--- config.mk ---
export PLATFORM = sky130hd
export DESIGN_NAME = uart_tx_arbiter
export DESIGN_NICKNAME = d
export VERILOG_FILES = /design/src/rtl/uart_arb_pkg.sv /design/src/rtl/uart_rr_pick.sv /design/src/rtl/uart_tx_arbiter.sv
export SDC_FILE = /design/constraint.sdc
export NUM_CORES = 1
export LEC_CHECK = 0
export ABC_AREA = 1
export CORE_MARGIN = 1
export CORE_UTILIZATION = 45
export CTS_BUF_LIST = sky130_fd_sc_hd__clkbuf_8
export DETAILED_ROUTE_END_ITERATION = 6
export MAX_ROUTING_LAYER = met4
export PLACE_DENSITY = 0.79
export SLEW_MARGIN = 20
export SYNTH_ARGS = -nofsm -noshare
export SYNTH_HDL_FRONTEND = slang
export SYNTH_SLANG_ARGS = --single-unit
--- constraint.sdc ---
create_clock -name clk -period 3.8 [get_ports clk]
set_input_delay 0.38 -clock clk [delete_from_list [all_inputs] [get_ports clk]]
set_output_delay 0.38 -clock clk [all_outputs]
set_load 0.005 [all_outputs]
--- src/rtl/uart_arb_pkg.sv ---
// Shared types and width helpers for the UART transmit arbiter.
// Contents: state enum, default parameter values, index/counter width helpers.
package uart_arb_pkg;

  localparam int unsigned NREQ_DEF         = 4;
  localparam int unsigned DW_DEF           = 8;
  localparam int unsigned FRAME_CYCLES_DEF = 10;
  localparam int unsigned GAP_CYCLES_DEF   = 2;

  typedef enum logic [1:0] {
    IDLE = 2'd0,
    XMIT = 2'd1,
    GAP  = 2'd2
  } arb_state_t;

  // Width of a requester index (ptr, grant_id, winner).
  function automatic int unsigned idx_w(input int unsigned n);
    return (n > 1) ? $clog2(n) : 1;
  endfunction

  // Width of the frame/gap counter.
  function automatic int unsigned cnt_w(input int unsigned frame, input int unsigned gap);
    return $clog2(((frame > gap) ? frame : gap) + 1);
  endfunction

endpackage

--- src/rtl/uart_rr_pick.sv ---
// Combinational round-robin picker: first set req bit at or above ptr, with wrap.
// Ports: req (request vector), ptr (search start), winner (index), any_req.
module uart_rr_pick
  import uart_arb_pkg::*;
#(
  parameter int unsigned NREQ = NREQ_DEF
) (
  input  logic [NREQ-1:0]          req,
  input  logic [idx_w(NREQ)-1:0]   ptr,
  output logic [idx_w(NREQ)-1:0]   winner,
  output logic                     any_req
);

  localparam int unsigned IW = idx_w(NREQ);

  int unsigned     idx;
  logic [IW-1:0]   pos;

  // Explicit wrap keeps the index in range when NREQ is not a power of two.
  always_comb begin
    winner  = '0;
    any_req = 1'b0;
    idx     = 0;
    pos     = '0;
    for (int unsigned k = 0; k < NREQ; k++) begin
      idx = 32'(ptr) + k;
      if (idx >= NREQ) idx = idx - NREQ;
      pos = IW'(idx);
      if (!any_req && req[pos]) begin
        any_req = 1'b1;
        winner  = pos;
      end
    end
  end

endmodule

--- src/rtl/uart_tx_arbiter.sv ---
// Round-robin arbiter and frame sequencer sharing one UART transmitter.
// Ports: clk, rst (async active-low), req/req_data (requesters),
//        gnt (one-cycle accept pulse), grant_id, uart_data, uart_wr, busy.
// Build option: UART_ARB_PRIO0_EN gives requester 0 absolute priority.
module uart_tx_arbiter
  import uart_arb_pkg::*;
#(
  parameter int unsigned NREQ         = NREQ_DEF,
  parameter int unsigned DW           = DW_DEF,
  parameter int unsigned FRAME_CYCLES = FRAME_CYCLES_DEF,
  parameter int unsigned GAP_CYCLES   = GAP_CYCLES_DEF
) (
  input  logic                    clk,
  input  logic                    rst,
  input  logic [NREQ-1:0]         req,
  input  logic [NREQ*DW-1:0]      req_data,
  output logic [NREQ-1:0]         gnt,
  output logic [idx_w(NREQ)-1:0]  grant_id,
  output logic [DW-1:0]           uart_data,
  output logic                    uart_wr,
  output logic                    busy
);

  localparam int unsigned IW = idx_w(NREQ);
  localparam int unsigned CW = cnt_w(FRAME_CYCLES, GAP_CYCLES);
  localparam logic [CW-1:0] FRAME_LAST = CW'(FRAME_CYCLES - 1);
  localparam logic [CW-1:0] GAP_LAST   = CW'(GAP_CYCLES - 1);
  localparam logic [IW-1:0] LAST_IDX   = IW'(NREQ - 1);

  arb_state_t      state_q, state_d;
  logic [CW-1:0]   cnt_q, cnt_d;
  logic [IW-1:0]   ptr_q, ptr_d;
  logic [NREQ-1:0] gnt_d;
  logic [IW-1:0]   grant_id_d;
  logic [DW-1:0]   uart_data_d;
  logic            uart_wr_d;
  logic            busy_d;

  logic [IW-1:0]   rr_winner;
  logic [IW-1:0]   winner;
  logic            any_req;
  logic            prio_win;

  uart_rr_pick #(.NREQ(NREQ)) u_pick (
    .req     (req),
    .ptr     (ptr_q),
    .winner  (rr_winner),
    .any_req (any_req)
  );

  // Priority override sits outside the picker so the picker stays pure round-robin.
`ifdef UART_ARB_PRIO0_EN
  assign prio_win = req[0];
`else
  assign prio_win = 1'b0;
`endif
  assign winner = prio_win ? '0 : rr_winner;

  // Next-state and next-output logic; every register has a next value here.
  always_comb begin
    state_d     = state_q;
    cnt_d       = cnt_q;
    ptr_d       = ptr_q;
    gnt_d       = '0;
    grant_id_d  = grant_id;
    uart_data_d = uart_data;
    uart_wr_d   = uart_wr;
    busy_d      = busy;
    case (state_q)
      IDLE: begin
        if (any_req) begin
          state_d     = XMIT;
          cnt_d       = '0;
          gnt_d       = NREQ'(1) << winner;
          grant_id_d  = winner;
          uart_data_d = req_data[32'(winner)*DW +: DW];
          uart_wr_d   = 1'b1;
          busy_d      = 1'b1;
          // A priority win leaves the rotation where it was.
          if (!prio_win) ptr_d = (winner == LAST_IDX) ? '0 : winner + IW'(1);
        end
      end
      XMIT: begin
        if (cnt_q == FRAME_LAST) begin
          state_d   = GAP;
          cnt_d     = '0;
          uart_wr_d = 1'b0;
        end else begin
          cnt_d = cnt_q + CW'(1);
        end
      end
      GAP: begin
        if (cnt_q == GAP_LAST) begin
          state_d = IDLE;
          cnt_d   = '0;
          busy_d  = 1'b0;
        end else begin
          cnt_d = cnt_q + CW'(1);
        end
      end
      default: begin
        state_d   = IDLE;
        cnt_d     = '0;
        uart_wr_d = 1'b0;
        busy_d    = 1'b0;
      end
    endcase
  end

  // State and output registers.
  always_ff @(posedge clk or negedge rst) begin
    if (!rst) begin
      state_q   <= IDLE;
      cnt_q     <= '0;
      ptr_q     <= '0;
      gnt       <= '0;
      grant_id  <= '0;
      uart_data <= '0;
      uart_wr   <= 1'b0;
      busy      <= 1'b0;
    end else begin
      state_q   <= state_d;
      cnt_q     <= cnt_d;
      ptr_q     <= ptr_d;
      gnt       <= gnt_d;
      grant_id  <= grant_id_d;
      uart_data <= uart_data_d;
      uart_wr   <= uart_wr_d;
      busy      <= busy_d;
    end
  end

endmodule

# Word level (Yosys, flattened, before mapping)
# Index checks and enable logic that the tools add are counted.
dict set report totals {
  in_bits 38
  out_inout_bits 16
  ff_bits 24
  wordCells 84
}
dict set report classes {
  shift 2
  add_sub_neg 9
  n_lt_le_gt_ge 8
  n_bitwise 2
  muxes 36
  reduce_logical 11
  eq_ne 8
}
# operator count
set op_table {}
lappend op_table {{variable part select 32 x 6 -> 8 bit} 1}
lappend op_table {{2-to-1 mux 2 bit} 12}
lappend op_table {{2-to-1 mux 4 bit} 5}
lappend op_table {{less-than comparator 2 x 3 -> 1 bit (second input constant)} 4}
lappend op_table {{case mux 4 bit (3 select lines)} 1}
lappend op_table {{2-to-1 mux 1 bit} 11}
lappend op_table {{greater-or-equal comparator 3 bit (second input constant)} 3}
lappend op_table {{AND reduction 3 bit} 3}
lappend op_table {{binary-select mux 1 bit (select 2 bit)} 4}
lappend op_table {{subtractor 2 x 1 -> 2 bit (second input constant)} 4}
lappend op_table {{adder 2 x 2 -> 3 bit (second input constant)} 2}
lappend op_table {{inequality test 2 bit (second input constant)} 3}
lappend op_table {{case mux 1 bit (3 select lines)} 2}
lappend op_table {{case mux 2 bit (3 select lines)} 1}
lappend op_table {{adder 4 x 1 -> 4 bit (second input constant)} 1}
lappend op_table {{== test 2 bit (second input constant)} 2}
lappend op_table {{== test 4 x 1 -> 1 bit (second input constant)} 1}
lappend op_table {{== test 4 bit (second input constant)} 1}
lappend op_table {{<< shifter 1 x 2 -> 4 bit (first input constant)} 1}
lappend op_table {{adder 2 x 1 -> 3 bit (second input constant)} 1}
lappend op_table {{greater-or-equal comparator 2 x 3 -> 1 bit (second input constant)} 1}
lappend op_table {{logical AND 1 bit} 3}
lappend op_table {{logical NOT 1 bit} 3}
lappend op_table {{adder 2 x 1 -> 2 bit (second input constant)} 1}
lappend op_table {{4 further kinds} 5}

# Logic depth before layout (Yosys ltp)
# Gate-level depths: netlist (run 1).
dict set report logic_depth {
  word_depth 17
  ltp_mapped 15
  ltp_nobuf 13
}

# Hierarchy
# A second synthesis (run 1) with hierarchy kept.
dict set report hier_totals {
  hier_cells 247
  area_unflattened_um2 1725.4
}
# module seq_area_each_um2 area_each_um2 cells_per_inst n_inst
set by_module_without_submodules {}
lappend by_module_without_submodules {uart_tx_arbiter 600.6 1406.3 188 1}
lappend by_module_without_submodules {uart_rr_pick 0.0 319.1 59 1}

# Worst setup path before layout (run 1)
# OpenSTA, ideal clock, no wires.
dict set report synth_path {
  path_type {reg2reg}
  from {reg ptr_q[0]}
  to {reg ptr_q[1]}
  required_ps 3678
  setup_time_ps 122
  stages_incl_launch_ff 14
  arrival_ps 1748
  slack_ps 1931
  path_cell_list {dfrtp_1 > buf_6 > inv_6 > nand2_1 > nand3_2 > nand2_2 > nor2_4 > nand3_4 > nand3_4 > buf_6 > inv_1 > ha_1 > nand2_1 > o21ai_1}
}
dict set report synth_between {
  elab_chain_len 16
  word_cells_on_any_way 41
  cone_classes {8 x add/sub; 4 x order compare; 1 x eq/ne; 21 x mux; 7 x reduce/logical}
}
# item line
set synth_lines {}
lappend synth_lines {{from (decl)} uart_tx_arbiter.sv:32} ;# logic [IW-1:0] ptr_q, ptr_d;
lappend synth_lines {{from (signal assigned)} uart_tx_arbiter.sv:124} ;# ptr_q <= ptr_d;
lappend synth_lines {{branches (longest 16 deep; another with adder 2 x 1 -> 3 bit)} --}
# Parallel ways; which one is timed is not known. The select of a mux whose other input is x is not followed.
# A chain may end at the register's enable or synchronous reset.

# Worst setup path after layout (run 1)
# Same ends and word-level chain as after synthesis.

==> results.sh, run 1 <==
export IMPL_overflow=0
export IMPL_area_delta_synth_final_pct=35.6
export IMPL_tightest_slew_ns=0.534
export IMPL_grt_setup_unrepaired="no"
export IMPL_clk_pin_slew_ns=0.09
export IMPL_min_path_type="primary input to async pin"
export IMPL_track_usage_pct=22.8
export IMPL_register_area_sq_um=601
export IMPL_synthCells=223
export IMPL_skew_ns=0.00528
export IMPL_clock_sinks=24
export IMPL_critPathMaxFanout=18
export IMPL_cts_resized_gates=0
export IMPL_htree_num_levels=1
export IMPL_finalNetCount=317
export IMPL_place_ws_ns=1.28
export IMPL_fin_crit_ns=2.36
export IMPL_ios=54
export IMPL_die_w_um=62.2
export IMPL_drive_above_1_share_pct=8.82
export IMPL_ys_dominant_reg_cell="dfrtp_1"
export IMPL_die_y_um=62.2
export IMPL_fin_setup_tns_ns=0
export IMPL_synth_edf_count=0
export IMPL_first_pass_iters=4
export IMPL_worst_r2r_setup_slack_ns=1.44
export IMPL_vdd_ir_drop_max_v=0.000546
export IMPL_dpl_hpwl_mm=3.20
export IMPL_critPathLaunch="ptr_q[0]"
export IMPL_n_fill_cell=315
export IMPL_fin_crit_sh_pct=62.2
export IMPL_synth_area_leaders="dfrtp_1 37%, nand2_1 18%, nand3_1 11%"
export IMPL_reg2reg_to="ptr_q[1]"
export IMPL_insertion_delay_ns=0.27
export IMPL_grt_pass1_vias=1465
export IMPL_netlist_area_sq_um=1630
export IMPL_drv_cap=0
export IMPL_cp_cell_sequence="inv_6 -> nand2_2 -> nand2_2 -> nand2_1 -> nand2_1 -> nand2_1 -> nand3_2 -> nand3_4 -> inv_1 -> ha_1 -> nand2_1 -> o21ai_1"
export IMPL_cts_buffer_depth=2
export IMPL_cp_arrival_ns=2.52
export IMPL_antenna_found_initial=0
export IMPL_ant_nets=0
export IMPL_drv_slew=0
export IMPL_setup_ws_ns=1.44
export IMPL_status="finished, final reports clean"
export IMPL_ys_types=28
export IMPL_die_area_sq_um=3870
export IMPL_vias=1676
export IMPL_crit_path_frequent_cell="nand2_1"
export IMPL_antenna_cells=0
export IMPL_drcViolationCount=0
export IMPL_synth_top_cell_area_share_pct=36.8
export IMPL_ff2ff_path_depth=12
export IMPL_place_gp_congestion=0.926
export IMPL_fmax_mhz=423
export IMPL_cts_tree="done"
export IMPL_postCtsSetupBuffers=0
export IMPL_setup_worst_path_end_class="register"
export IMPL_start_util_pct=47.8
export IMPL_row_count=21
export IMPL_ys_seq_area_share_pct=36.8
export IMPL_finalSetupViolCount=0
export IMPL_async_flop_share_pct=100
export IMPL_cts_root_buf="clkbuf_8"
export IMPL_p_leak_nw=1.08
export IMPL_post_synth_top_count_cell="nand2_1"
export IMPL_coreArea_sq_um=3420
export IMPL_cts_buffers=3
export IMPL_hold_violations=0
export IMPL_synth_seq_cells=24
export IMPL_synthTopCellsByCount="79 x nand2_1, 35 x nand3_1, 24 x dfrtp_1, 17 x nand4_1, 16 x inv_1"
export IMPL_synth_top_area_cell="dfrtp_1"
export IMPL_vias_per_cell=5.27
export IMPL_crit_slowest_cell="dfrtp_1"
export IMPL_yosys_warnings=0
export IMPL_grt_pass1_wl_mm=6.84
export IMPL_avgRoutedWirePerCell_um=13.6
export IMPL_grt_max_degree=25
export IMPL_critical_path_class="register to register"
export IMPL_portBuffers=53
export IMPL_multi_input_area_sq_um=887
export IMPL_critical_path_required_ns=3.95
export IMPL_start_kind="register"
export IMPL_syn_nets=267
export IMPL_worst_r2r_startpoint="ptr_q[0]"
export IMPL_cpPeakStageDelay_ns=0.60
export IMPL_p_per_area_nw_per_um2=928
export IMPL_slew_limit_headroom_pct=64.4
export IMPL_totalWireLength_mm=4.33
export IMPL_synth_area_per_cell_sq_um=7.32
export IMPL_ctsHoldBuffers=0
export IMPL_drt_iter0_drc=135
[cell families (layout without fill, tap and decap cells)]
kind of cell	Yosys count	after routing	synth area share, %
AO/OA/AOI/OAI	12	12	4.29
adder cells (fa/ha/maj)	6	6	4.60
buffers and inverters	30	79	8.89
flip-flops	24	24	36.8
multiplexers	1	1	0.613
AND/OR/NAND/NOR	150	150	44.8
[flip-flops by register name (all words and copies together), names as in the netlist]
name	count
busy	1
cnt_q	4
gnt	4
grant_id	2
ptr_q	2
state_q	2
uart_data	8
uart_wr	1
[cells in the final DEF, fill, tap and decap left out]
master	Yosys	layout
ha_1	6	6
nor2_1	4	4
nand2_1	79	79
nand3_2	2	2
inv_6	1	1
inv_1	16	16
buf_2	4	1
nor3_1	1	1
a21oi_1	3	3
nand2_2	5	5
a22o_1	1	1
o21ai_0	3	3
clkdlybuf4s50_1	0	52
nand2_4	1	1
inv_2	5	5
o22ai_1	3	3
mux2i_1	1	1
nor2_2	1	1
nand3_4	2	2
nand4_1	17	17
clkbuf_8	0	4
nor2_4	1	1
o21a_1	1	1
and3_1	1	1
nand4_2	1	1
o21ai_1	1	1
dfrtp_1	24	24
nand3_1	35	35
[power by group]
part           total, mW  internal (mW)  switching (mW)  leakage, nW
Sequential         0.444          0.365          0.0792        0.305
Clock              0.174         0.0925          0.0812       0.0288
Combinational       1.43          0.540           0.895        0.744
[routing by layer]
metal	share of wire (%)	vias to the layer above	wire [um]	track usage, %
li1	-	845	-	-
met1	45	772	1950	31.8
met2	49	55	2120	34.6
met3	5.2	4	227	3.13
met4	0.74	0	32	6.10
met5	0	-	0	-
[per-stage QoR]
stage	util, %	hold WS (ns)	power [mW]	instance area, sq um	cells
after floorplan	-	0.0844	1.51	1630	223
after global placement	63.3	0.469	1.83	2160	314
after detailed placement	63.3	0.470	1.86	2160	314
after CTS	64.9	0.498	2.05	2220	318
after global routing	64.8	0.132	2.24	2210	318
final	64.8	0.0853	2.05	2210	318
[worst max-delay path, delay by kind of cell, from the launching register on]
| family | cells | cell delay [ns] |
|---|---|---|
| buffers and inverters | 2 | 0.18 |
| flip-flops | 1 | 0.60 |
| AND/OR/NAND/NOR | 8 | 1.12 |
| adder cells (fa/ha/maj) | 1 | 0.28 |
| AO/OA/AOI/OAI | 1 | 0.06 |
[worst max path at each step]
| stage | endpoint | slack (ns) | cells past startpoint |
|---|---|---|---|
| 2_1_floorplan | ptr_q[1] | 1.93 | 13 |
| 6_report | ptr_q[1] | 1.44 | 12 |
| 4_1_cts | ptr_q[1] | 1.45 | 12 |
| 3_3_place_gp | ptr_q[1] | 1.31 | 12 |
| 5_1_grt | ptr_q[1] | 1.23 | 12 |
| 3_5_place_dp | ptr_q[1] | 1.28 | 13 |
[area by class of cell]
cell class	count	area share, %
timing repair buffer	53	23.7
sequential	24	27.1
multi-input combinational	169	40.1
clock buffer	4	2.49
tap	46	2.60
inverter	22	3.96
Note: power is estimated with default switching activity, not from simulation.
==> run 2: changes to the inputs <==
- clock period: 3.8 -> 2.35 ns (I/O delays scaled with it)
==> run 2 against run 1 <==
  * Sequential share of layout area decreased by 0.79 points
  * Core utilization increased by 1.9 points
  * Clock skew decreased by 0.0019 ns
  * Die area unchanged
  * First-iteration DRC count decreased by 7.4%
  * Via count about the same
  * Total power increased by 69%
==> results.sh, run 2 (synthesis gave the netlist of run 1 again) <==
export IMPL_drcViolationCount=0
export IMPL_grt_max_degree=25
export IMPL_track_usage_pct=23.9
export IMPL_ios=54
export IMPL_grt_pass1_wl_mm=7.22
export IMPL_p_per_area_nw_per_um2=1520
export IMPL_start_kind="register"
export IMPL_drv_cap=0
export IMPL_seqPwrFrac_pct=20.7
export IMPL_fin_crit_sh_pct=89.3
export IMPL_clock_sinks=24
export IMPL_largest_register_ffs=8
export IMPL_cts_buffers=3
export IMPL_status="finished, final reports clean"
export IMPL_intPower_mw=1.78
export IMPL_grt_setup_unrepaired="no"
export IMPL_setup_worst_path_end_class="register"
export IMPL_placed_cells_incl_taps=320
export IMPL_cts_buffer_depth=2
export IMPL_drive_above_1_share_pct=10.4
export IMPL_combinationalPowerShare_pct=68.8
export IMPL_layout_commonest_cell="nand2_1"
export IMPL_antenna_found_initial=0
export IMPL_avgRoutedWirePerCell_um=13.0
export IMPL_p_leak_nw=1.11
export IMPL_cts_resized_gates=0
export IMPL_power_switching_mw=1.70
export IMPL_drt_iter0_drc=125
export IMPL_antenna_cells=0
export IMPL_tightest_slew_ns=0.406
export IMPL_coreArea_sq_um=3420
export IMPL_critPathMaxFanout=18
export IMPL_overflow=0
export IMPL_postCtsSetupBuffers=0
export IMPL_area_delta_synth_final_pct=39.6
export IMPL_totalWireLength_mm=4.20
export IMPL_cts_tree="done"
export IMPL_fin_setup_tns_ns=0
export IMPL_drv_slew=0
export IMPL_ant_nets=0
export IMPL_min_path_type="primary input to async pin"
export IMPL_row_count=21
export IMPL_p_clk_share_pct=10.4
export IMPL_critical_path_required_ns=2.52
export IMPL_start_util_pct=47.8
export IMPL_swShare_pct=48.9
export IMPL_reg_top3="uart_data (8), cnt_q (4), gnt (4)"
export IMPL_fmax_mhz=477
export IMPL_top_register="uart_data"
export IMPL_finalSetupViolCount=0
export IMPL_ctsHoldBuffers=0
export IMPL_place_ws_ns=0.210
export IMPL_finalNetCount=323
export IMPL_die_y_um=62.2
export IMPL_vdd_ir_drop_max_v=0.000811
export IMPL_die_area_sq_um=3870
export IMPL_htree_num_levels=1
export IMPL_die_w_um=62.2
export IMPL_portBuffers=53
export IMPL_fin_cells=324
export IMPL_cts_root_buf="clkbuf_8"
export IMPL_vias_per_cell=5.17
export IMPL_clk_pin_slew_ns=0.09
export IMPL_insertion_delay_ns=0.27
export IMPL_hold_violations=0
export IMPL_n_fill_cell=311
export IMPL_skew_ns=0.00337
export IMPL_vias=1675
export IMPL_cp_arrival_ns=2.26
export IMPL_grt_pass1_vias=1586
export IMPL_setup_ws_ns=0.252
export IMPL_place_gp_congestion=0.876
export IMPL_slew_limit_headroom_pct=72.9
export IMPL_final_cell_mix="79 x nand2_1, 53 x clkdlybuf4s50_1, 35 x nand3_1, 24 x dfrtp_1, 17 x nand4_1"
export IMPL_critical_path_class="register to register"
export IMPL_fin_crit_ns=2.10
export IMPL_first_pass_iters=4
export IMPL_power_mw=3.48
export IMPL_dpl_hpwl_mm=3.25
## run 2: cell count changes in the layout (fill, tap and decap cells not counted)
cell	before	now
buf_4	0	6
buf_2	1	0
bufinv_16	0	1
clkbuf_8	4	3
clkdlybuf4s50_1	52	53
## run 2: worst max-delay path, stage by stage, from the launching register on
cell,delay [ns]
dfrtp_1,0.60
inv_6,0.11
nand2_2,0.09
nand2_2,0.08
nand2_1,0.07
nand2_1,0.06
nand2_1,0.08
nand2_1,0.10
nand2_4,0.19
nand3_4,0.13
buf_4,0.20
nand2_1,0.07
nand3_1,0.06
nand3_1,0.09
nand2_1,0.05
## run 2: layout make-up
class                           instances  area [sq um]  area share [%]
Clock inverter                          1          30.0            1.32
Sequential cell                        24           601            26.3
Clock buffer                            3          41.3            1.81
Multi-Input combinational cell        169           887            38.9
Tap cell                               46          57.6            2.52
Timing Repair Buffer                   59           576            25.2
Inverter                               22          87.6            3.84
## run 2: metrics by stage
step                hold slack (ns)  area, sq um  util, %
floorplan                   -0.0606         1630        -
global placement              0.469         2210     64.7
detailed placement            0.472         2210     64.7
CTS                           0.316         2280     66.7
global route                  0.330         2280     66.7
finish                        0.309         2280     66.7
## run 2: worst paths after layout
check / start / end / slack (ns) / depth (start not counted)
setup / recovery: ptr_q[0] / uart_data[1] / 0.25 / 14
hold / removal: rst / cnt_q[1] / 0.31 / 2
setup reg to reg: ptr_q[0] / uart_data[1] / 0.25 / 14
hold reg to reg: uart_data[3] / uart_data[3] / 0.48 / 2
max in group asynchronous: rst / cnt_q[0] / 1.81 / 2
min in group clk: uart_data[3] / uart_data[3] / 0.48 / 2
## run 2: power groups by stage
stage                     logic, mW  registers, mW  clock network [mW]
after floorplan                1.75          0.691                   0
after global placement         2.34          0.724                   0
after detailed placement       2.38          0.727                   0
after CTS                      2.40          0.723               0.370
after global routing           2.69          0.740               0.385
final                          2.39          0.721               0.363
## run 2: per-layer routing
layer	GRT usage, %	share of wire [%]	vias up
met5	-	0	-
met4	4.94	0.60	0
met3	4.04	4.9	4
met2	37.9	48	44
met1	32.2	47	776
li1	-	-	851
==> run 3: changes to the inputs <==
- SETUP_SLACK_MARGIN: not set -> 0.4
==> run 3 against run 2 <==
  * Global-route usage is 0.29 points higher
  * Combinational power is 15% higher
  * Die area stayed put
  * Total power is 10% higher
  * Wire length is 4.4% higher
  * Sequential cell count stayed put
==> results.sh, run 3 (synthesis gave the netlist of run 1 again) <==
export IMPL_finalSetupViolCount=0
export IMPL_status="finished, final reports clean"
export IMPL_clock_sinks=24
export IMPL_grt_max_degree=25
export IMPL_p_per_area_nw_per_um2=1600
export IMPL_worst_r2r_setup_slack_ns=0.46
export IMPL_holdWs_ns=0.308
export IMPL_first_pass_iters=4
export IMPL_n_fill_cell=289
export IMPL_tightest_slew_ns=0.302
export IMPL_cts_root_buf="clkbuf_8"
export IMPL_grt_setup_unrepaired="yes"
export IMPL_reg_top3="uart_data (8), cnt_q (4), gnt (4)"
export IMPL_placed_cells_incl_taps=320
export IMPL_vias_per_cell=5.28
export IMPL_area_delta_synth_final_pct=47.0
export IMPL_start_util_pct=47.8
export IMPL_cpPeakStageDelay_ns=0.48
export IMPL_worst_r2r_startpoint="ptr_q[0]"
export IMPL_critical_path_required_ns=2.52
export IMPL_hold_violations=0
export IMPL_cp_cell_sequence="buf_6 -> nand2_1 -> nand3_1 -> nand2_1 -> inv_1 -> nand3_4 -> nand3_4 -> buf_6 -> nand2_1 -> nand3_1 -> nand3_1 -> nand2_1"
export IMPL_drive_above_1_share_pct=16.1
export IMPL_reg2reg_to="uart_data[1]"
export IMPL_ff2ff_path_depth=12
export IMPL_antenna_cells=0
export IMPL_place_ws_ns=0.210
export IMPL_cts_buffers=3
export IMPL_grt_pass1_wl_mm=7.31
export IMPL_fin_setup_tns_ns=0
export IMPL_vias=1749
export IMPL_place_gp_congestion=0.876
export IMPL_cp_arrival_ns=2.06
export IMPL_cts_buffer_depth=2
export IMPL_die_w_um=62.2
export IMPL_slew_limit_headroom_pct=79.9
export IMPL_avgRoutedWirePerCell_um=13.2
export IMPL_register_area_sq_um=603
export IMPL_ctsHoldBuffers=0
export IMPL_post_route_util_pct=70.3
export IMPL_portBuffers=53
export IMPL_power_mw=3.83
export IMPL_start_kind="register"
export IMPL_layout_commonest_cell="nand2_1"
export IMPL_skew_ns=0.00304
export IMPL_cts_tree="done"
export IMPL_vdd_ir_drop_max_v=0.000885
export IMPL_track_usage_pct=24.2
export IMPL_drv_slew=0
export IMPL_setup_worst_path_end_class="register"
export IMPL_top_register="uart_data"
export IMPL_largest_register_ffs=8
export IMPL_crit_path_frequent_cell="nand2_1"
export IMPL_clk_pin_slew_ns=0.09
export IMPL_totalWireLength_mm=4.38
export IMPL_die_y_um=62.2
export IMPL_fin_area_sq_um=2400
export IMPL_fin_cells=331
export IMPL_coreArea_sq_um=3420
export IMPL_dpl_hpwl_mm=3.25
export IMPL_ant_nets=0
export IMPL_p_leak_nw=1.16
export IMPL_htree_num_levels=1
export IMPL_final_cell_mix="76 x nand2_1, 53 x clkdlybuf4s50_1, 32 x nand3_1, 22 x dfrtp_1, 17 x nand4_1"
export IMPL_antenna_found_initial=0
export IMPL_die_area_sq_um=3870
export IMPL_min_path_type="primary input to async pin"
export IMPL_drt_iter0_drc=101
export IMPL_ios=54
export IMPL_fin_crit_ns=1.89
export IMPL_insertion_delay_ns=0.27
export IMPL_multi_input_area_sq_um=932
export IMPL_crit_slowest_cell="dfrtp_2"
export IMPL_critical_path_class="register to register"
export IMPL_critPathMaxFanout=12
export IMPL_setup_ws_ns=0.461
export IMPL_placed_area_sq_um=2210
export IMPL_finalNetCount=330
export IMPL_overflow=0
export IMPL_fin_crit_sh_pct=80.4
export IMPL_drv_cap=0
export IMPL_row_count=21
export IMPL_drcViolationCount=0
export IMPL_grt_pass1_vias=1598
export IMPL_fmax_mhz=529
==> run 3: changes by cell type in the layout (fill, tap and decap cells not counted), sizes merged <==
cell  change
buf       +7
==> run 3: final cells by class <==
class / instances / share of cell area [%]
timing repair buffer: 66 / 26.9
inverter: 22 / 3.75
clock buffer: 3 / 1.72
clock inverter: 1 / 1.25
multi-input combinational: 169 / 38.8
tap: 46 / 2.40
sequential: 24 / 25.1
==> run 3: repair_timing <==
item | in CTS | in global routing
hold endpoints to repair | 0 | 0
endpoints found under the setup margin | 13 | 16
buffers inserted | 1 | 6
gates resized for setup | 2 | 18
pin swaps | 1 | 2
==> run 3: worst max-delay path, delay by kind of cell, from the launching register on <==
kind / cells / cell delay, ns
buffers and inverters: 3 / 0.47
flip-flops: 1 / 0.48
AND/OR/NAND/NOR: 9 / 0.83
==> run 3: where the power goes <==
part           switching, mW  total (mW)  internal [mW]
clock                  0.135       0.363          0.228
sequential             0.124       0.719          0.595
combinational           1.57        2.75           1.18
total                   1.83        3.83           2.00
==> run 3: how the worst max path moves through the flow <==
| stage | cells past startpoint | start | slack [ns] | end |
|---|---|---|---|---|
| after global routing | 12 | ptr_q[0] | 0.34 | uart_data[1] |
| after global placement | 15 | req[0] | 0.24 | uart_data[3] |
| after CTS | 12 | ptr_q[0] | 0.47 | uart_data[1] |
| final | 12 | ptr_q[0] | 0.46 | uart_data[1] |
| after floorplan | 13 | ptr_q[0] | 0.48 | ptr_q[1] |
| after detailed placement | 12 | req[3] | 0.21 | uart_data[4] |
==> run 3: per-layer routing <==
| layer | vias up | routed length (um) | track usage [%] |
|---|---|---|---|
| li1 | 867 | - | - |
| met5 | - | 0 | - |
| met4 | 0 | 27 | 4.94 |
| met1 | 826 | 1970 | 32.4 |
| met3 | 4 | 231 | 4.04 |
| met2 | 52 | 2150 | 38.6 |
